`src/rtl/coeffs_writer.sv`:
```
// Coefficient-load master: fetches one band's taps from a synchronous ROM and
// streams them into a band filter, then holds write_done for the filter's capture window.
module coeffs_writer #(
    parameter int NUM_TAPS  = 64,
    parameter int ADDR_W    = 6,
    parameter int COEFF_W   = 16,
    parameter int BAND_W    = 3,
    parameter int DONE_HOLD = 64
) (
    input  logic                       clk,
    input  logic                       rst,
    input  logic                       clk_enable,
    input  logic                       i_start,
    input  logic [BAND_W-1:0]          i_band_sel,
    output logic [BAND_W+ADDR_W-1:0]   o_rom_addr,
    input  logic signed [COEFF_W-1:0]  i_rom_data,
    output logic                       o_write_enable,
    output logic [ADDR_W-1:0]          o_write_address,
    output logic signed [COEFF_W-1:0]  o_coeffs_in,
    output logic                       o_write_done,
    output logic                       o_busy,
    output logic                       o_done
);

    localparam int HOLD_W = $clog2(DONE_HOLD + 1);
    localparam logic [ADDR_W:0]   WR_END    = (ADDR_W + 1)'(NUM_TAPS);
    localparam logic [ADDR_W-1:0] TAP_MAX   = ADDR_W'(NUM_TAPS - 1);
    localparam logic [HOLD_W-1:0] HOLD_LAST = HOLD_W'(DONE_HOLD - 1);

    typedef enum logic [2:0] {S_IDLE, S_FETCH, S_WRITE, S_HOLD, S_FIN} state_e;

    state_e                      state_q, state_d;
    logic [BAND_W-1:0]           band_q, band_d;
    logic [ADDR_W-1:0]           tap_q, tap_d;
    logic [ADDR_W:0]             wr_cnt_q, wr_cnt_d;
    logic [HOLD_W-1:0]           hold_cnt_q, hold_cnt_d;
    logic                        we_q, we_d;
    logic [ADDR_W-1:0]           waddr_q, waddr_d;
    logic signed [COEFF_W-1:0]   coeffs_q, coeffs_d;
    logic                        wdone_q, wdone_d;
    logic                        busy_q, busy_d;
    logic                        done_q, done_d;

    always_comb begin
        // NOTE: every _d starts from its held value so no path leaves a latch behind.
        state_d    = state_q;
        band_d     = band_q;
        tap_d      = tap_q;
        wr_cnt_d   = wr_cnt_q;
        hold_cnt_d = hold_cnt_q;
        we_d       = we_q;
        waddr_d    = waddr_q;
        coeffs_d   = coeffs_q;
        wdone_d    = wdone_q;
        busy_d     = busy_q;
        done_d     = 1'b0;

        case (state_q)
            S_IDLE: begin
                if (i_start) begin
                    band_d     = i_band_sel;
                    tap_d      = '0;
                    wr_cnt_d   = '0;
                    hold_cnt_d = '0;
                    busy_d     = 1'b1;
                    state_d    = S_FETCH;
                end
            end
            S_FETCH: begin
                tap_d   = tap_q + ADDR_W'(1);
                state_d = S_WRITE;
            end
            S_WRITE: begin
                // ROM data lags the address by one cycle, so the write counter trails the tap.
                if (wr_cnt_q < WR_END) begin
                    we_d     = 1'b1;
                    coeffs_d = i_rom_data;
                    waddr_d  = wr_cnt_q[ADDR_W-1:0];
                    wr_cnt_d = wr_cnt_q + (ADDR_W + 1)'(1);
                    if (tap_q != TAP_MAX) tap_d = tap_q + ADDR_W'(1);
                end else begin
                    we_d       = 1'b0;
                    waddr_d    = '0;
                    coeffs_d   = '0;
                    wdone_d    = 1'b1;
                    hold_cnt_d = '0;
                    state_d    = S_HOLD;
                end
            end
            S_HOLD: begin
                if (hold_cnt_q == HOLD_LAST) begin
                    wdone_d = 1'b0;
                    state_d = S_FIN;
                end else begin
                    hold_cnt_d = hold_cnt_q + HOLD_W'(1);
                end
            end
            S_FIN: begin
                done_d  = 1'b1;
                busy_d  = 1'b0;
                state_d = S_IDLE;
            end
            default: state_d = S_IDLE;
        endcase
    end

    // NOTE: sequential state uses non-blocking assignments; clk_enable freezes everything.
    always_ff @(posedge clk or negedge rst) begin
        if (!rst) begin
            state_q    <= S_IDLE;
            band_q     <= '0;
            tap_q      <= '0;
            wr_cnt_q   <= '0;
            hold_cnt_q <= '0;
            we_q       <= 1'b0;
            waddr_q    <= '0;
            coeffs_q   <= '0;
            wdone_q    <= 1'b0;
            busy_q     <= 1'b0;
            done_q     <= 1'b0;
        end else if (clk_enable) begin
            state_q    <= state_d;
            band_q     <= band_d;
            tap_q      <= tap_d;
            wr_cnt_q   <= wr_cnt_d;
            hold_cnt_q <= hold_cnt_d;
            we_q       <= we_d;
            waddr_q    <= waddr_d;
            coeffs_q   <= coeffs_d;
            wdone_q    <= wdone_d;
            busy_q     <= busy_d;
            done_q     <= done_d;
        end
    end

    assign o_rom_addr      = {band_q, tap_q};
    assign o_write_enable  = we_q;
    assign o_write_address = waddr_q;
    assign o_coeffs_in     = coeffs_q;
    assign o_write_done    = wdone_q;
    assign o_busy          = busy_q;
    assign o_done          = done_q;

endmodule

```
`config.mk`:
```
export PLATFORM = sky130hd
export DESIGN_NAME = coeffs_writer
export DESIGN_NICKNAME = d
export VERILOG_FILES = /design/src/rtl/coeffs_writer.sv
export SDC_FILE = /design/constraint.sdc
export NUM_CORES = 1
export LEC_CHECK = 0
export CAP_MARGIN = 25
export CORE_UTILIZATION = 23
export CTS_CLUSTER_SIZE = 14
export DETAILED_ROUTE_END_ITERATION = 10
export DONT_BUFFER_PORTS = 1
export GPL_TIMING_DRIVEN = 0
export SLEW_MARGIN = 10
export SYNTH_ARGS = -nofsm -noshare
export SYNTH_HDL_FRONTEND = slang
export SYNTH_SLANG_ARGS = --single-unit
```
`constraint.sdc`:
```
create_clock -name clk -period 2.35 [get_ports clk]
set_input_delay 0.705 -clock clk [delete_from_list [all_inputs] [get_ports clk]]
set_output_delay 0.705 -clock clk [all_outputs]
set_load 0.1 [all_outputs]
```
==> results.cfg, run 1 <==
[synth]
synth_sequential_area_ratio = 0.534
synth_area_leader_cell = sky130_fd_sc_hd__dfrtp_1
avgSynthCellArea_um2 = 9.72
yosys.area.top_type_share = 0.534
ys_warn_count = 0
synth.distinct_cells = 38
synth-async-reset-ratio = 1.00
dominantRegCellSynth = sky130_fd_sc_hd__dfrtp_1
mappedNetlistArea_um2 = 2440
synth-edff-count = 0
syn-num-nets = 277
postSynthCellCount = 251
post_synth_main_area_contributors = sky130_fd_sc_hd__dfrtp_1 (53%), sky130_fd_sc_hd__nand2b_1 (6.7%), sky130_fd_sc_hd__o21ai_0 (5.3%), sky130_fd_sc_hd__nand2_1 (4.9%), sky130_fd_sc_hd__a31oi_1 (2.8%)
yosys_register_bits = 52

[critical_path]
critical-path-max-stage-delay_ns = 0.73
timing.setup.critical_path_class = reg -> reg
path_max_fanout = 5
worst-endpoint-required_ns = 2.58
worstReg2RegStart = tap_q[0]
cp_cell_sequence = ha_1, nand3_1, or4_1, and2_1, a31oi_1
setup.reg_to_reg.worst_slack_ns = 0.14
reg2reg_to = tap_q[3]
slowest_stage_cell_cp = sky130_fd_sc_hd__dfrtp_2
cp-start-kind = flip-flop
reg2regPathDepth = 5
worst_setup_path_end_kind = flip-flop
timing.critical_path.arrival_ns = 2.44

[timing]
max_slew_vio_count = 0
period_needed_ns = 2.21
setup_repair_after_global_routing_missed_its_margin = no
finalHoldViolCount = 0
whs_ns = 0.0770
max_clock_freq_ghz = 0.453
period_share = 0.940
clock_skew_ns = 0.0124
final-setup-viol-count = 0
slew_headroom = 0.311
worstMarginPinSlew_ns = 1.03

[cts]
cts.repair_timing.setup_buffer_count = 0
cts_root_buf = sky130_fd_sc_hd__clkbuf_8
htree_num_levels = 2
clock_insertion_delay_at_the_later_pin_of_the_skew_report_ns = 0.31
cts.sinks = 52
clk_transition_reported_paths_ns = 0.11
cts_hold_buffers = 0
clk_path_buf_depth = 2
cts-buffers-inserted = 5
clock_tree_from_tritoncts = yes

[placed_design]
globalplace.congestion = 0.786
hpwl_um = 3950
numPortBuffers = 0

[routing]
wl_per_cell_um = 13.8
detailedRoute.firstPassIterationCount = 4
post-route-drc-count = 0
route.antenna.remaining_nets = 0
initialDrtViolationCount = 107
wirelength_um = 5450
routed-via-count = 1837
post_drt_via_cell_ratio = 4.65

[run]
max_cap_violations = 0

[hold_path]
min-delay-path-class = in -> async

[grt]
grt_max_degree = 53
global_route.usage.met3 = 0.0399
grt_pass1_vias = 1844
groute.layer.met1.usage = 0.120
met2_global_route_usage = 0.178
grt-ovfl-total = 0
grt_antenna_before_repair = 0
globalRouteTotalUtil = 0.105
grt_first_pass_wirelength_um = 9250
most_congested_layer_reported_by_global_routing = met2

[floorplanning]
floorplan.initialDensity = 0.236
num_rows = 37
fp.dieH_um = 105
floorplan.die_area_um2 = 11000
ioPinCount = 58
floorplan.core_area_um2 = 10300
dieWidth_um = 105

[finish]
final_net_count = 284
area_growth_syn_to_layout_pct = 11.2
final.fill_count = 1091
drive_gt1_frac = 0.0811
diodes = 0

[outcome]
run_status = finished, final reports clean
-- area by class of cell --
class                   count  area [µm²]  area share
clock inverters             3        27.5      0.0101
well taps                 136         170      0.0627
flip-flops and latches     52        1310       0.482
clock buffers               5        68.8      0.0254
multi-input cells         179        1060       0.391
plain buffers              13        52.6      0.0194
inverters                   7        26.3     0.00969
-- how the worst max path moves through the flow --
stage	from	endpoint	slack [ns]
after CTS	state_q[1]	band_q[2]	0.02
after global placement	tap_q[3]	tap_q[5]	-0.01
after global routing	tap_q[0]	tap_q[5]	0.005
final	tap_q[0]	tap_q[3]	0.14
after detailed placement	tap_q[3]	tap_q[3]	-0.01
after floorplan	tap_q[3]	tap_q[2]	0.18
-- cells in the mapped netlist (4+ instances only) --
cell and n:
sky130_fd_sc_hd__nand3_1 7, sky130_fd_sc_hd__or3_1 4, sky130_fd_sc_hd__a21oi_1 11, sky130_fd_sc_hd__inv_1 7
sky130_fd_sc_hd__nor2_1 11, sky130_fd_sc_hd__a31oi_1 11, sky130_fd_sc_hd__mux2_2 4, sky130_fd_sc_hd__nand2b_1 26
sky130_fd_sc_hd__nand2_1 32, sky130_fd_sc_hd__clkbuf_1 12, sky130_fd_sc_hd__xnor2_1 4, sky130_fd_sc_hd__o21ai_0 26
sky130_fd_sc_hd__dfrtp_1 52
-- critical path, delay by kind of cell, from the launching register on --
family,cells,cell delay [ns]
simple gates,3,0.95
flops,1,0.73
fa+ha+maj,1,0.28
compound gates,1,0.17
-- per-stage QoR --
stage | cell area (µm²) | setup slack (ns) | std cells | util | setup TNS (ns)
6_report | 2710 | 0.141 | 395 | 0.263 | 0
5_1_grt | 2710 | 0.00525 | 395 | 0.263 | 0
4_1_cts | 2710 | 0.0172 | 395 | 0.263 | 0
3_5_place_dp | 2610 | -0.0137 | 387 | 0.253 | -0.0365
3_3_place_gp | 2610 | -0.0132 | 387 | 0.253 | -0.0173
2_1_floorplan | 2440 | 0.180 | 251 | - | 0
-- cells by family (layout without fill, tap and decap cells) --
kind of cell / after synthesis / in the layout / share of synthesized area
buffers and inverters: 20 / 28 / 0.0323
DFF: 52 / 52 / 0.534
AOI/OAI and AO/OA: 68 / 68 / 0.169
and+or+nand+nor: 99 / 99 / 0.212
muxes: 5 / 5 / 0.0226
adders and majority gates: 3 / 3 / 0.0154
xor gates and xnor gates: 4 / 4 / 0.0144
-- sequential cells by signal, summed over array words and instances, names as in the netlist --
signal           cells
o_write_done         1
wr_cnt_q             7
o_coeffs_in         16
hold_cnt_q           7
band_q               3
o_write_address      6
o_busy               1
tap_q                6
state_q              3
o_done               1
o_write_enable       1
-- placed cells by master, fill, tap and decap left out, drive strengths merged, types with 3 or more instances in the layout --
cell and count:
a21o 3, a21oi 11, a31oi 11, and3 3
clkbuf 17, dfrtp 52, ha 3, inv 8
mux2 4, nand2 32, nand2b 26, nand3 7
nand4 3, nor2 11, nor2b 3, o211ai 3
o21ai 28, or3 4, or4 3, xnor2 4
-- repair_timing --
item	in CTS	in global routing
gates resized for setup	2	1
endpoints found under the hold margin	0	0
setup endpoints to repair	4	3
-- metal layers --
layer / routed length [µm] / vias up / share of wire
met2: 2630 / 44 / 0.48
met5: 0 / - / 0
met4: 76 / 0 / 0.014
li1: - / 892 / -
met3: 362 / 4 / 0.066
met1: 2380 / 897 / 0.44
Power of run 1 is not shown: default switching activity piles up to over one toggle a cycle in this logic, so the estimate is an artifact.
==> run 2, diff against run 1 <==
--- a/config.mk
+++ b/config.mk
@@ -6,7 +6,7 @@
 export NUM_CORES = 1
 export LEC_CHECK = 0
 export CAP_MARGIN = 25
-export CORE_UTILIZATION = 23
+export CORE_UTILIZATION = 41
 export CTS_CLUSTER_SIZE = 14
 export DETAILED_ROUTE_END_ITERATION = 10
 export DONT_BUFFER_PORTS = 1
==> results.cfg, run 2 (same netlist as run 1, synthesis figures left out) <==
[outcome]
run_status = finished, final reports clean

[finish]
layout.cells.most_common_list = sky130_fd_sc_hd__dfrtp_1 (48), sky130_fd_sc_hd__nand2_1 (32), sky130_fd_sc_hd__nand2b_1 (26), sky130_fd_sc_hd__o21ai_0 (26), sky130_fd_sc_hd__clkbuf_1 (13)
final_util = 0.472
final.fill_count = 555
mostFrequentLayoutCell = sky130_fd_sc_hd__dfrtp_1
largest_register_ff_count = 16
area_growth_syn_to_layout_pct = 8.52
drive_gt1_frac = 0.0772
final_net_count = 284
diodes = 0

[timing]
max_clock_freq_ghz = 0.453
clock_skew_ns = 0.00533
period_share = 0.939
setup_repair_after_global_routing_missed_its_margin = no
finalHoldViolCount = 0
final-setup-viol-count = 0
worstMarginPinSlew_ns = 1.01
fin_ws_ns = 0.144
final_sum_of_negative_setup_slack_ns = 0
whs_ns = 0.0856
slew_headroom = 0.328
max_slew_vio_count = 0
period_needed_ns = 2.21

[routing]
route.antenna.remaining_nets = 0
routedLengthMet1_um = 2430
wl_per_cell_um = 15.0
top_layer_used = met4
initialDrtViolationCount = 104
post-route-drc-count = 0
wirelength_um = 4970
post_drt_via_cell_ratio = 5.46
detailedRoute.firstPassIterationCount = 4
met2RoutedLength_um = 2150
wl_met3_um = 336
routed-via-count = 1808

[cts]
clock_insertion_delay_at_the_later_pin_of_the_skew_report_ns = 0.30
cts.sinks = 52
cts_root_buf = sky130_fd_sc_hd__clkbuf_8
clk_transition_reported_paths_ns = 0.09
htree_num_levels = 2
clk_path_buf_depth = 2
clock_tree_from_tritoncts = yes
cts.repair_timing.setup_buffer_count = 0
cts-buffers-inserted = 5

[critical_path]
timing.setup.critical_path_class = reg -> reg
worstReg2RegStart = tap_q[1]
slowest_stage_cell_cp = sky130_fd_sc_hd__dfrtp_2
worst_setup_path_end_kind = flip-flop
cp_cell_sequence = ha_1, nand3_1, or4_1, and2_1, o211ai_1
worst-endpoint-required_ns = 2.57
cp-start-kind = flip-flop
worst-path-buf-inv = 0
timing.critical_path.arrival_ns = 2.42
critical-path-max-stage-delay_ns = 0.71
path_max_fanout = 5
startpoint = tap_q[1]
path_delay_family = simple AND/OR/NAND/NOR gates

[floorplanning]
floorplan.die_area_um2 = 6260
floorplan.core_area_um2 = 5610
dieWidth_um = 79.1
fp.dieH_um = 79.1
num_rows = 27
floorplan.initialDensity = 0.435
ioPinCount = 58

[hold_path]
min-delay-path-class = in -> async

[placed_design]
numPortBuffers = 0
detailedPlace.worstSlack_ns = 0.0250
globalplace.congestion = 0.752
hpwl_um = 3440

[run]
max_cap_violations = 0

[grt]
globalRouteTotalUtil = 0.171
grt_antenna_before_repair = 0
grt_pass1_vias = 1808
grt_first_pass_wirelength_um = 8370
grt-ovfl-total = 0
grt_max_degree = 53
## run 2: layout make-up
class,instances,area [µm²],share of cell area
clock inverters,2,35.0,0.0132
clock buffers,6,72.6,0.0274
inverters,7,26.3,0.00993
well taps,72,90.1,0.0340
plain buffers,13,52.6,0.0199
flip-flops and latches,52,1310,0.495
multi-input cells,179,1060,0.401
## run 2: final timing paths
kind | to | slack [ns] | cells past startpoint
worst max-delay path | tap_q[2] | 0.14 | 5
worst min-delay path | o_coeffs_in[5] | 0.09 | 0
worst max register to register | tap_q[2] | 0.14 | 5
worst min register to register | hold_cnt_q[3] | 0.50 | 1
max in group asynchronous | tap_q[0] | 2.17 | 0
min in group clk | hold_cnt_q[3] | 0.50 | 1
## run 2: per-stage QoR
| step | instance area [µm²] | cells |
|---|---|---|
| after CTS | 2640 | 331 |
| after detailed placement | 2530 | 323 |
| after floorplan | 2440 | 251 |
| final | 2650 | 331 |
| after global placement | 2530 | 323 |
| after global routing | 2650 | 331 |
## run 2: timing repair
item / 4_1_cts / 5_1_grt
hold buffers: 0 / 0
endpoints found under the setup margin: 1 / 7
gates resized for setup: 1 / 3
hold endpoints to repair: 0 / 0
cloned: 0 / 0
## run 2: metal layers
| metal | vias to the layer above | global-route usage |
|---|---|---|
| met5 | - | 0 |
| met4 | 0 | 0.0545 |
| met3 | 5 | 0.0506 |
| met2 | 58 | 0.272 |
| met1 | 854 | 0.222 |
| li1 | 891 | - |
## run 2: worst register-to-register path, cell delays in order (launching register included)
cell and delay (ns):
sky130_fd_sc_hd__dfrtp_2 0.71, sky130_fd_sc_hd__ha_1 0.31, sky130_fd_sc_hd__nand3_1 0.12, sky130_fd_sc_hd__or4_1 0.57
sky130_fd_sc_hd__and2_1 0.25, sky130_fd_sc_hd__o211ai_1 0.17
Power of run 2 is left out for the same reason.
==> run 3, diff against run 2 <==
--- a/config.mk
+++ b/config.mk
@@ -6,6 +6,7 @@
 export NUM_CORES = 1
 export LEC_CHECK = 0
 export CAP_MARGIN = 25
+export CORE_MARGIN = 10
 export CORE_UTILIZATION = 41
 export CTS_CLUSTER_SIZE = 14
 export DETAILED_ROUTE_END_ITERATION = 10
==> results.cfg, run 3 (same netlist as run 1, synthesis figures left out) <==
[outcome]
run_status = finished, final reports clean

[floorplanning]
floorplan.initialDensity = 0.417
num_rows = 28
fp.dieH_um = 97.1
floorplan.die_area_um2 = 9430
dieWidth_um = 97.1
ioPinCount = 58
floorplan.core_area_um2 = 5850

[cts]
cts_hold_buffers = 0
clk_path_buf_depth = 2
clk_transition_reported_paths_ns = 0.09
cts.sinks = 52
htree_num_levels = 2
clock_insertion_delay_at_the_later_pin_of_the_skew_report_ns = 0.31
cts-buffers-inserted = 5
cts_root_buf = sky130_fd_sc_hd__clkbuf_8
clock_tree_from_tritoncts = yes

[timing]
final_sum_of_negative_setup_slack_ns = 0
setup_repair_after_global_routing_missed_its_margin = no
finalHoldViolCount = 0
period_share = 0.951
slew_headroom = 0.306
final-setup-viol-count = 0
clock_skew_ns = 0.00697
max_clock_freq_ghz = 0.447
worstMarginPinSlew_ns = 1.04
period_needed_ns = 2.24
max_slew_vio_count = 0

[grt]
grt_max_degree = 53
grt-ovfl-total = 0
grt_first_pass_wirelength_um = 9380
globalRouteTotalUtil = 0.117
grt_pass1_vias = 1788
grt_antenna_before_repair = 0

[finish]
final_net_count = 284
mostFrequentLayoutCell = sky130_fd_sc_hd__dfrtp_1
area_of_the_multi_input_gates_um2 = 1060
layout.cells.most_common_list = sky130_fd_sc_hd__dfrtp_1 (48), sky130_fd_sc_hd__nand2_1 (32), sky130_fd_sc_hd__nand2b_1 (26), sky130_fd_sc_hd__o21ai_0 (26), sky130_fd_sc_hd__clkbuf_1 (12)
drive_gt1_frac = 0.0775
final-seq-area_um2 = 1310
diodes = 0
final.fill_count = 569
largest_register_ff_count = 16
area_growth_syn_to_layout_pct = 9.44

[hold_path]
min-delay-path-class = in -> async

[critical_path]
startpoint = tap_q[0]
cp-start-kind = flip-flop
path_max_fanout = 5
worst_setup_path_end_kind = flip-flop
worstReg2RegStart = tap_q[0]
worst-endpoint-required_ns = 2.58
timing.critical_path.arrival_ns = 2.46
timing.setup.critical_path_class = reg -> reg

[routing]
wl_per_cell_um = 16.5
routed-via-count = 1829
route.antenna.remaining_nets = 0
post-route-drc-count = 0
detailedRoute.firstPassIterationCount = 4
wirelength_um = 5500
post_drt_via_cell_ratio = 5.49
initialDrtViolationCount = 115

[placed_design]
globalplace.congestion = 0.820
numPortBuffers = 0
hpwl_um = 3970

[run]
max_cap_violations = 0
run 3: changes by cell type in the layout (fill, tap and decap cells not counted):
cell                        delta
sky130_fd_sc_hd__dfrtp_2       +1
sky130_fd_sc_hd__clkinv_2      -1
sky130_fd_sc_hd__bufinv_16     +1
sky130_fd_sc_hd__dfrtp_4       -1
sky130_fd_sc_hd__clkbuf_1      -1
run 3: area by class of cell:
type	count	share of cell area
clock buffers	5	0.0258
clock inverters	2	0.0225
plain buffers	13	0.0197
multi-input cells	179	0.398
inverters	7	0.00985
flip-flops and latches	52	0.489
well taps	75	0.0352
run 3: stage by stage:
step	hold slack, ns	cell area, µm²	utilization	setup slack [ns]	cells
6_report	0.0814	2670	0.456	0.114	333
5_1_grt	0.0615	2670	0.456	0.0237	333
4_1_cts	0.0699	2670	0.456	0.00329	333
3_5_place_dp	0.411	2530	0.433	0.0104	326
3_3_place_gp	0.411	2530	0.433	0.00875	326
2_1_floorplan	0.409	2440	-	0.180	251
run 3: worst max-delay path, stage by stage, from the launching register on:
cell	delay, ns
sky130_fd_sc_hd__dfrtp_2	0.72
sky130_fd_sc_hd__ha_1	0.28
sky130_fd_sc_hd__nand3_1	0.12
sky130_fd_sc_hd__or4_1	0.58
sky130_fd_sc_hd__and2_1	0.25
sky130_fd_sc_hd__a31oi_1	0.19
run 3: metal layers:
layer / vias up / GRT usage / share of wire
met5: - / 0 / 0
met4: 0 / 0.0511 / 0.013
met3: 6 / 0.0370 / 0.071
met2: 47 / 0.166 / 0.44
met1: 884 / 0.159 / 0.48
li1: 892 / - / -
run 3: final timing paths:
path / depth (start not counted) / to / slack [ns]
worst max-delay path: 5 / tap_q[5] / 0.11
worst min-delay path: 0 / o_coeffs_in[2] / 0.08
worst max register to register: 5 / tap_q[5] / 0.11
worst min register to register: 1 / hold_cnt_q[0] / 0.50
max in group asynchronous: 0 / tap_q[0] / 2.17
min in group clk: 1 / hold_cnt_q[0] / 0.50
run 3: what timing repair did:
item                                    in CTS  in global routing
hold endpoints to repair                     0                  0
endpoints found under the setup margin       3                  8
gates resized for setup                      1                  2
buffers inserted                             0                  0
Power of run 3 is left out for the same reason.
